## src/rtl/dma_io_device.sv

```systemverilog
// Single-channel DMA slave with a DEPTH x 8 byte buffer between the bus side and a local stream.
// Optional sticky overrun/underrun flag on ERR when DMA_IO_DEVICE_ERR_EN is defined; otherwise ERR is tied low.
module dma_io_device #(
    parameter int DEPTH           = 4,
    parameter bit DREQ_ACTIVE_LOW = 1'b0,
    parameter bit DACK_ACTIVE_LOW = 1'b0
) (
    input  logic       CLK,
    input  logic       RESET,
    input  logic       EN,
    input  logic       DIR,
    output logic       DREQ,
    input  logic       DACK,
    input  logic       IOR_N,
    input  logic       IOW_N,
    input  logic       EOP_N,
    input  logic [7:0] DB_IN,
    output logic [7:0] DB_OUT,
    output logic       DB_OE,
    input  logic       SRC_VALID,
    input  logic [7:0] SRC_DATA,
    output logic       SRC_READY,
    output logic       SNK_VALID,
    output logic [7:0] SNK_DATA,
    input  logic       SNK_READY,
    output logic       TC,
    input  logic       CLEAR_TC,
    output logic       ERR
);
    localparam int AW = $clog2(DEPTH);
    localparam int CW = $clog2(DEPTH + 1);

    typedef enum logic [1:0] {S_IDLE, S_REQ, S_ACK, S_TCS} state_t;

    state_t          state;
    logic [7:0]      mem [DEPTH];
    logic [AW-1:0]   wr_ptr, rd_ptr;
    logic [CW-1:0]   count;
    logic            dir_lat, dreq_act, ior_q, iow_q, tc_q;
    logic [7:0]      db_q;

    logic dack_act, eff_dir, full, empty, eligible, xfer_en;
    logic ior_rise, iow_rise, bus_rd, bus_wr, push, pop;
    logic [7:0] push_data;

    // dir_lat follows DIR while idle, so it is the "current" direction there
    // and the frozen one once a request is in progress.
    assign dack_act  = DACK ^ DACK_ACTIVE_LOW;
    assign eff_dir   = (state == S_IDLE) ? DIR : dir_lat;
    assign full      = (count == CW'(DEPTH));
    assign empty     = (count == '0);
    assign eligible  = EN && (eff_dir ? !empty : !full);
    assign xfer_en   = (state == S_ACK) && dack_act;

    assign ior_rise  = !ior_q && IOR_N;
    assign iow_rise  = !iow_q && IOW_N;
    assign bus_rd    = xfer_en && dir_lat && ior_rise;
    assign bus_wr    = xfer_en && !dir_lat && iow_rise;

    assign push      = dir_lat ? (SRC_VALID && SRC_READY) : (bus_wr && !full);
    assign pop       = dir_lat ? (bus_rd && !empty) : (SNK_VALID && SNK_READY);
    assign push_data = dir_lat ? SRC_DATA : db_q;

    assign SRC_READY = dir_lat && !full;
    assign SNK_VALID = !dir_lat && !empty;
    assign SNK_DATA  = mem[rd_ptr];
    assign DB_OUT    = mem[rd_ptr];
    assign DB_OE     = xfer_en && !IOR_N && dir_lat;
    assign DREQ      = dreq_act ^ DREQ_ACTIVE_LOW;
    assign TC        = tc_q;

    always_ff @(posedge CLK or posedge RESET) begin
        if (RESET) begin
            state    <= S_IDLE;
            dir_lat  <= 1'b0;
            dreq_act <= 1'b0;
        end else begin
            case (state)
                S_IDLE: begin
                    dir_lat  <= DIR;
                    dreq_act <= eligible;
                    if (eligible) state <= S_REQ;
                end
                S_REQ: begin
                    if (!EN) begin
                        state    <= S_IDLE;
                        dreq_act <= 1'b0;
                    end else begin
                        if (dack_act) state <= S_ACK;
                        dreq_act <= eligible;
                    end
                end
                S_ACK: begin
                    // terminal count wins; the strobe edge on this cycle still transfers
                    if (!EOP_N) begin
                        state    <= S_TCS;
                        dreq_act <= 1'b0;
                    end else begin
                        if (!dack_act) state <= eligible ? S_REQ : S_IDLE;
                        dreq_act <= eligible;
                    end
                end
                S_TCS: begin
                    dreq_act <= 1'b0;
                    if (CLEAR_TC) state <= S_IDLE;
                end
                default: begin
                    state    <= S_IDLE;
                    dreq_act <= 1'b0;
                end
            endcase
        end
    end

    always_ff @(posedge CLK or posedge RESET) begin
        if (RESET) begin
            ior_q <= 1'b1;
            iow_q <= 1'b1;
            db_q  <= '0;
            tc_q  <= 1'b0;
        end else begin
            ior_q <= IOR_N;
            iow_q <= IOW_N;
            if (!IOW_N) db_q <= DB_IN;
            if ((state == S_ACK) && !EOP_N) tc_q <= 1'b1;
            else if (CLEAR_TC)              tc_q <= 1'b0;
        end
    end

    always_ff @(posedge CLK or posedge RESET) begin
        if (RESET) begin
            for (int i = 0; i < DEPTH; i++) mem[i] <= '0;
            wr_ptr <= '0;
            rd_ptr <= '0;
            count  <= '0;
        end else begin
            if (push) begin
                mem[wr_ptr] <= push_data;
                wr_ptr      <= wr_ptr + 1'b1;
            end
            if (pop) rd_ptr <= rd_ptr + 1'b1;
            case ({push, pop})
                2'b10:   count <= count + 1'b1;
                2'b01:   count <= count - 1'b1;
                default: count <= count;
            endcase
        end
    end

`ifdef DMA_IO_DEVICE_ERR_EN
    logic err_q, underrun, overrun;
    assign underrun = bus_rd && empty;
    assign overrun  = bus_wr && full;
    assign ERR      = err_q;

    always_ff @(posedge CLK or posedge RESET) begin
        if (RESET)                    err_q <= 1'b0;
        else if (underrun || overrun) err_q <= 1'b1;
        else if (CLEAR_TC)            err_q <= 1'b0;
    end
`else
    assign ERR = 1'b0;
`endif

endmodule
```

## config.mk

```make
export PLATFORM = sky130hd
export DESIGN_NAME = dma_io_device
export DESIGN_NICKNAME = d
export VERILOG_FILES = /design/src/rtl/dma_io_device.sv
export SDC_FILE = /design/constraint.sdc
export NUM_CORES = 1
export LEC_CHECK = 0
export ABC_AREA = 0
export ABC_CLOCK_PERIOD_IN_PS = 2300
export BUFFER_PORTS_ARGS = -buffer_cell sky130_fd_sc_hd__buf_2
export CORE_ASPECT_RATIO = 1.75
export CORE_MARGIN = 10
export CORE_UTILIZATION = 35
export DETAILED_ROUTE_END_ITERATION = 8
export GPL_TIMING_DRIVEN = 0
export PLACE_DENSITY = 0.66
export SYNTH_ARGS = -nofsm -noshare
export SYNTH_HDL_FRONTEND = slang
export SYNTH_SLANG_ARGS = --single-unit
```

## constraint.sdc

```tcl
create_clock -name CLK -period 2.3 [get_ports CLK]
set_clock_uncertainty 0.05 [all_clocks]
set_input_delay 0.115 -clock CLK [delete_from_list [all_inputs] [get_ports CLK]]
set_output_delay 0.115 -clock CLK [all_outputs]
set_load 0.02 [all_outputs]
```

==> out/summary.log <==
qor: synth.syn-num-nets 232
qor: status.status finished, final reports clean
qor: clock_tree.root_buffer clkbuf_16
qor: cells_and_area.number_of_nets_in_the_finished_design 305
qor: clock_tree.h-tree-depth 2
qor: route.drt_pass1_iterations 4
qor: worst_setup_path.crit_chain inv_2 > ha_4 > and4b_1 > mux2i_2 > nor2_2 > ha_2 > inv_1 > fa_2 > xor2_1 > nor2_1 > xor2_1
qor: run.cap_violations 0
qor: floorplanning.top_level_ports 49
qor: cells_and_area.post_route_standard_cell_area_excluding_fillers 3430 sq um
qor: worst_setup_path.critical_path.endpoint_type flip-flop
qor: placed_design.place.gp.congestion 0.839
qor: floorplanning.rows 42
qor: floorplanning.die-height 136 microns
qor: synth.synthDominantCellAreaShare 48.3%
qor: timing.fin_crit_sh 96.6%
qor: grt.global_route.overflow_total 0
qor: route.route.detailed.vias_per_inst 4.85
qor: timing.relative_slew_slack 64.9%
qor: synth.postSynth.topFlopCell dfrtp_1
qor: synth.netlist-cell-type-count 32
qor: cells_and_area.fraction_of_layout_instances_using_a_drive_strength_above_1 56.3%
qor: grt.globalRouteTotalUtil 10.6%
qor: placed_design.area_post_placement 3060 sq um
qor: clock_tree.clk_path_buf_depth 2
qor: route.vias 1,726
qor: timing.setup_viol 0
qor: synth.synth_area_leader_cell dfrtp_1
qor: synth.synth.most_common_cell dfrtp_1
qor: route.routed_wirelength 5990 microns
qor: power_and_ir_drop.total_leakage_power 0.00160 uW
qor: floorplanning.total_die_area 11,700 sq um
qor: clock_tree.cts_made_buffers 5
qor: clock_tree.clkLatencyLatePin 0.30 ns
qor: min_path.timing.hold.worst.class in2reg
qor: grt.grt_antenna_before_repair 0
qor: synth.synth_warnings 0
qor: timing.fmax 0.450 GHz
qor: timing.worst_slew_pin_slew 0.527 ns
qor: worst_setup_path.cp_bufs_invs 2
qor: synth.async_flop_share 100%
qor: grt.first_global_vias 1,923
qor: cells_and_area.synthToLayoutAreaGrowth 27.5%
qor: route.post_drt_wl_per_cell 16.8 microns
qor: worst_setup_path.timing.setup.critical_path_class reg2reg
qor: placed_design.dp.cells 330
qor: synth.edff_count_synth 0
qor: clock_tree.tritoncts_num_sinks 54
qor: worst_setup_path.path_max_fanout 5
qor: placed_design.dp.final_hpwl 4380 microns
qor: floorplanning.floorplan.initialDensity 35.8%
qor: worst_setup_path.critical_path.max_stage_delay 0.40 ns
qor: route.detail-route-antenna-nets 0
qor: grt.grt_max_degree 40
qor: synth.mappedNetlistArea 2690 sq um
qor: timing.slew_violations 0
qor: worst_setup_path.cell_with_the_largest_stage_delay_on_the_worst_path dfrtp_1
qor: synth.synth_area_per_cell 13.9 sq um
qor: timing.grt_setup_unrepaired yes
qor: synth.synth_seq_area_share 50.3%
qor: power_and_ir_drop.fin_total_pwr 5180 uW
qor: route.drc_errors 0
qor: worst_setup_path.critPathRequiredTime 2.47 ns
qor: timing.layout_min_cycle_time 2.22 ns
qor: synth.synthesis.instances 194
qor: synth.yosys_register_bits 54
qor: worst_setup_path.worstPathArrival 2.39 ns
qor: timing.tns 0 ns
qor: worst_setup_path.crit_family adder cells
qor: worst_setup_path.timing.critical_path.from_type flip-flop
qor: power_and_ir_drop.power_density 1510 nW/um^2
qor: cells_and_area.fin_cells 356
qor: synth.most_frequent_cells_after_synthesis dfrtp_1 (52), mux2_2 (50), inv_1 (12)
qor: floorplanning.placeableCoreArea 7510 sq um
qor: clock_tree.tritoncts done
qor: power_and_ir_drop.peak_vdd_ir 674 uV
qor: cells_and_area.antenna-diode-count 0
qor: placed_design.placement.io_buffers 47
qor: worst_setup_path.crit_path_frequent_cell xor2_1
qor: clock_tree.cts.reportedPaths.clkPinSlew 0.07 ns
qor: route.drt_iter0_markers 108
qor: timing.hold_violations 0
qor: floorplanning.die-width 86.3 microns
qor: synth.synth_area_leaders dfrtp_1 (48%), mux2_2 (21%), mux4_2 (6.7%)
qor: grt.wire_length_of_the_first_global_routing_pass 9750 microns
==> logic make-up (layout without fill, tap and decap cells) <==
kind of cell	Yosys count	count (layout)	synth area share (%)
other	1	1	0.139
buffers and inverters	25	99	4.97
muxes	61	61	28.7
DFF	54	54	50.3
xor gates and xnor gates	7	7	2.28
AOI/OAI and AO/OA	9	9	2.14
adders and majority gates	11	11	5.39
and+or+nand+nor	26	26	6.13
==> final timing paths <==
check	end	cells after the start	slack [ns]	startpoint
min in group asynchronous	db_q[2]	3	0.28	RESET
worst max-delay path	count[2]	11	0.08	state[0]
worst min-delay path	db_q[4]	2	0.006	DB_IN[4]
worst min register to register	mem[11]	1	0.45	mem[11]
max in group asynchronous	ior_q	4	1.31	RESET
worst max register to register	count[2]	11	0.08	state[0]
==> final cells by class <==
cell class | instances | area (sq um)
plain buffers | 12 | 87.6
flip-flops and latches | 54 | 1350
clock buffers | 5 | 125
fillers | 698 | 4080
multi-input cells | 115 | 1240
repair buffers | 67 | 423
well taps | 88 | 110
inverters | 12 | 45.0
clock inverters | 3 | 47.5
==> cells in the final DEF (no fill, tap or decap), types with 2 or more instances in the layout <==
cell | Yosys | final
a21oi_1 | 3 | 3
mux4_2 | 8 | 8
ha_1 | 10 | 8
clkbuf_16 | 0 | 5
mux2i_1 | 3 | 2
dlygate4sd3_1 | 0 | 10
nor2_1 | 4 | 2
nor2_2 | 0 | 2
nand2b_1 | 4 | 4
buf_4 | 10 | 20
xnor2_1 | 3 | 3
xor2_1 | 4 | 4
nand2_1 | 5 | 4
nand3_2 | 4 | 4
mux2_2 | 50 | 50
inv_1 | 12 | 10
and4b_1 | 2 | 2
inv_2 | 0 | 2
dfrtp_1 | 52 | 52
o21ai_0 | 2 | 2
dfstp_2 | 2 | 2
buf_2 | 2 | 48
==> worst register-to-register path, stage by stage (launching register included) <==
cell,delay (ns)
dfrtp_1,0.40
inv_2,0.09
ha_4,0.16
and4b_1,0.20
mux2i_2,0.09
nor2_2,0.15
ha_2,0.20
inv_1,0.05
fa_2,0.33
xor2_1,0.14
nor2_1,0.13
xor2_1,0.15
==> flip-flops by register name, summed over array words and instances, names as in the netlist <==
signal,flops
wr_ptr,2
count,3
TC,1
mem,32
DREQ,1
ior_q,1
rd_ptr,2
dir_lat,1
iow_q,1
db_q,8
state,2
==> per-stage QoR <==
| stage | hold WS [ns] | setup WS (ns) | utilization (%) |
|---|---|---|---|
| global route | 0.0116 | -0.0730 | 45.7 |
| global placement | 0.182 | -0.221 | 40.4 |
| detailed placement | 0.0663 | -0.271 | 40.7 |
| finish | 0.00597 | 0.0786 | 45.7 |
| floorplan | 0.0695 | 0.0609 | - |
| CTS | 0.00175 | 0.0276 | 44.8 |
==> where the power goes <==
group	internal (uW)	switching, uW
registers	1360	279
clock network	519	350
logic	1340	1330
total	3220	1960
==> layer usage <==
layer	GRT usage (%)	vias to the layer above	wire length (microns)
li1	-	816	-
met1	10.7	871	2190
met2	19.6	32	3380
met3	2.64	7	299
met4	4.61	0	117
met5	0	-	0
==> what timing repair did <==
item,4_1_cts,5_1_grt
hold buffers,9,1
hold endpoints to repair,23,1
resized for setup,7,4
pin swaps,1,6
setup buffers,3,6
setup endpoints to repair,2,4
No activity file was read; power rests on OpenSTA's default activity.
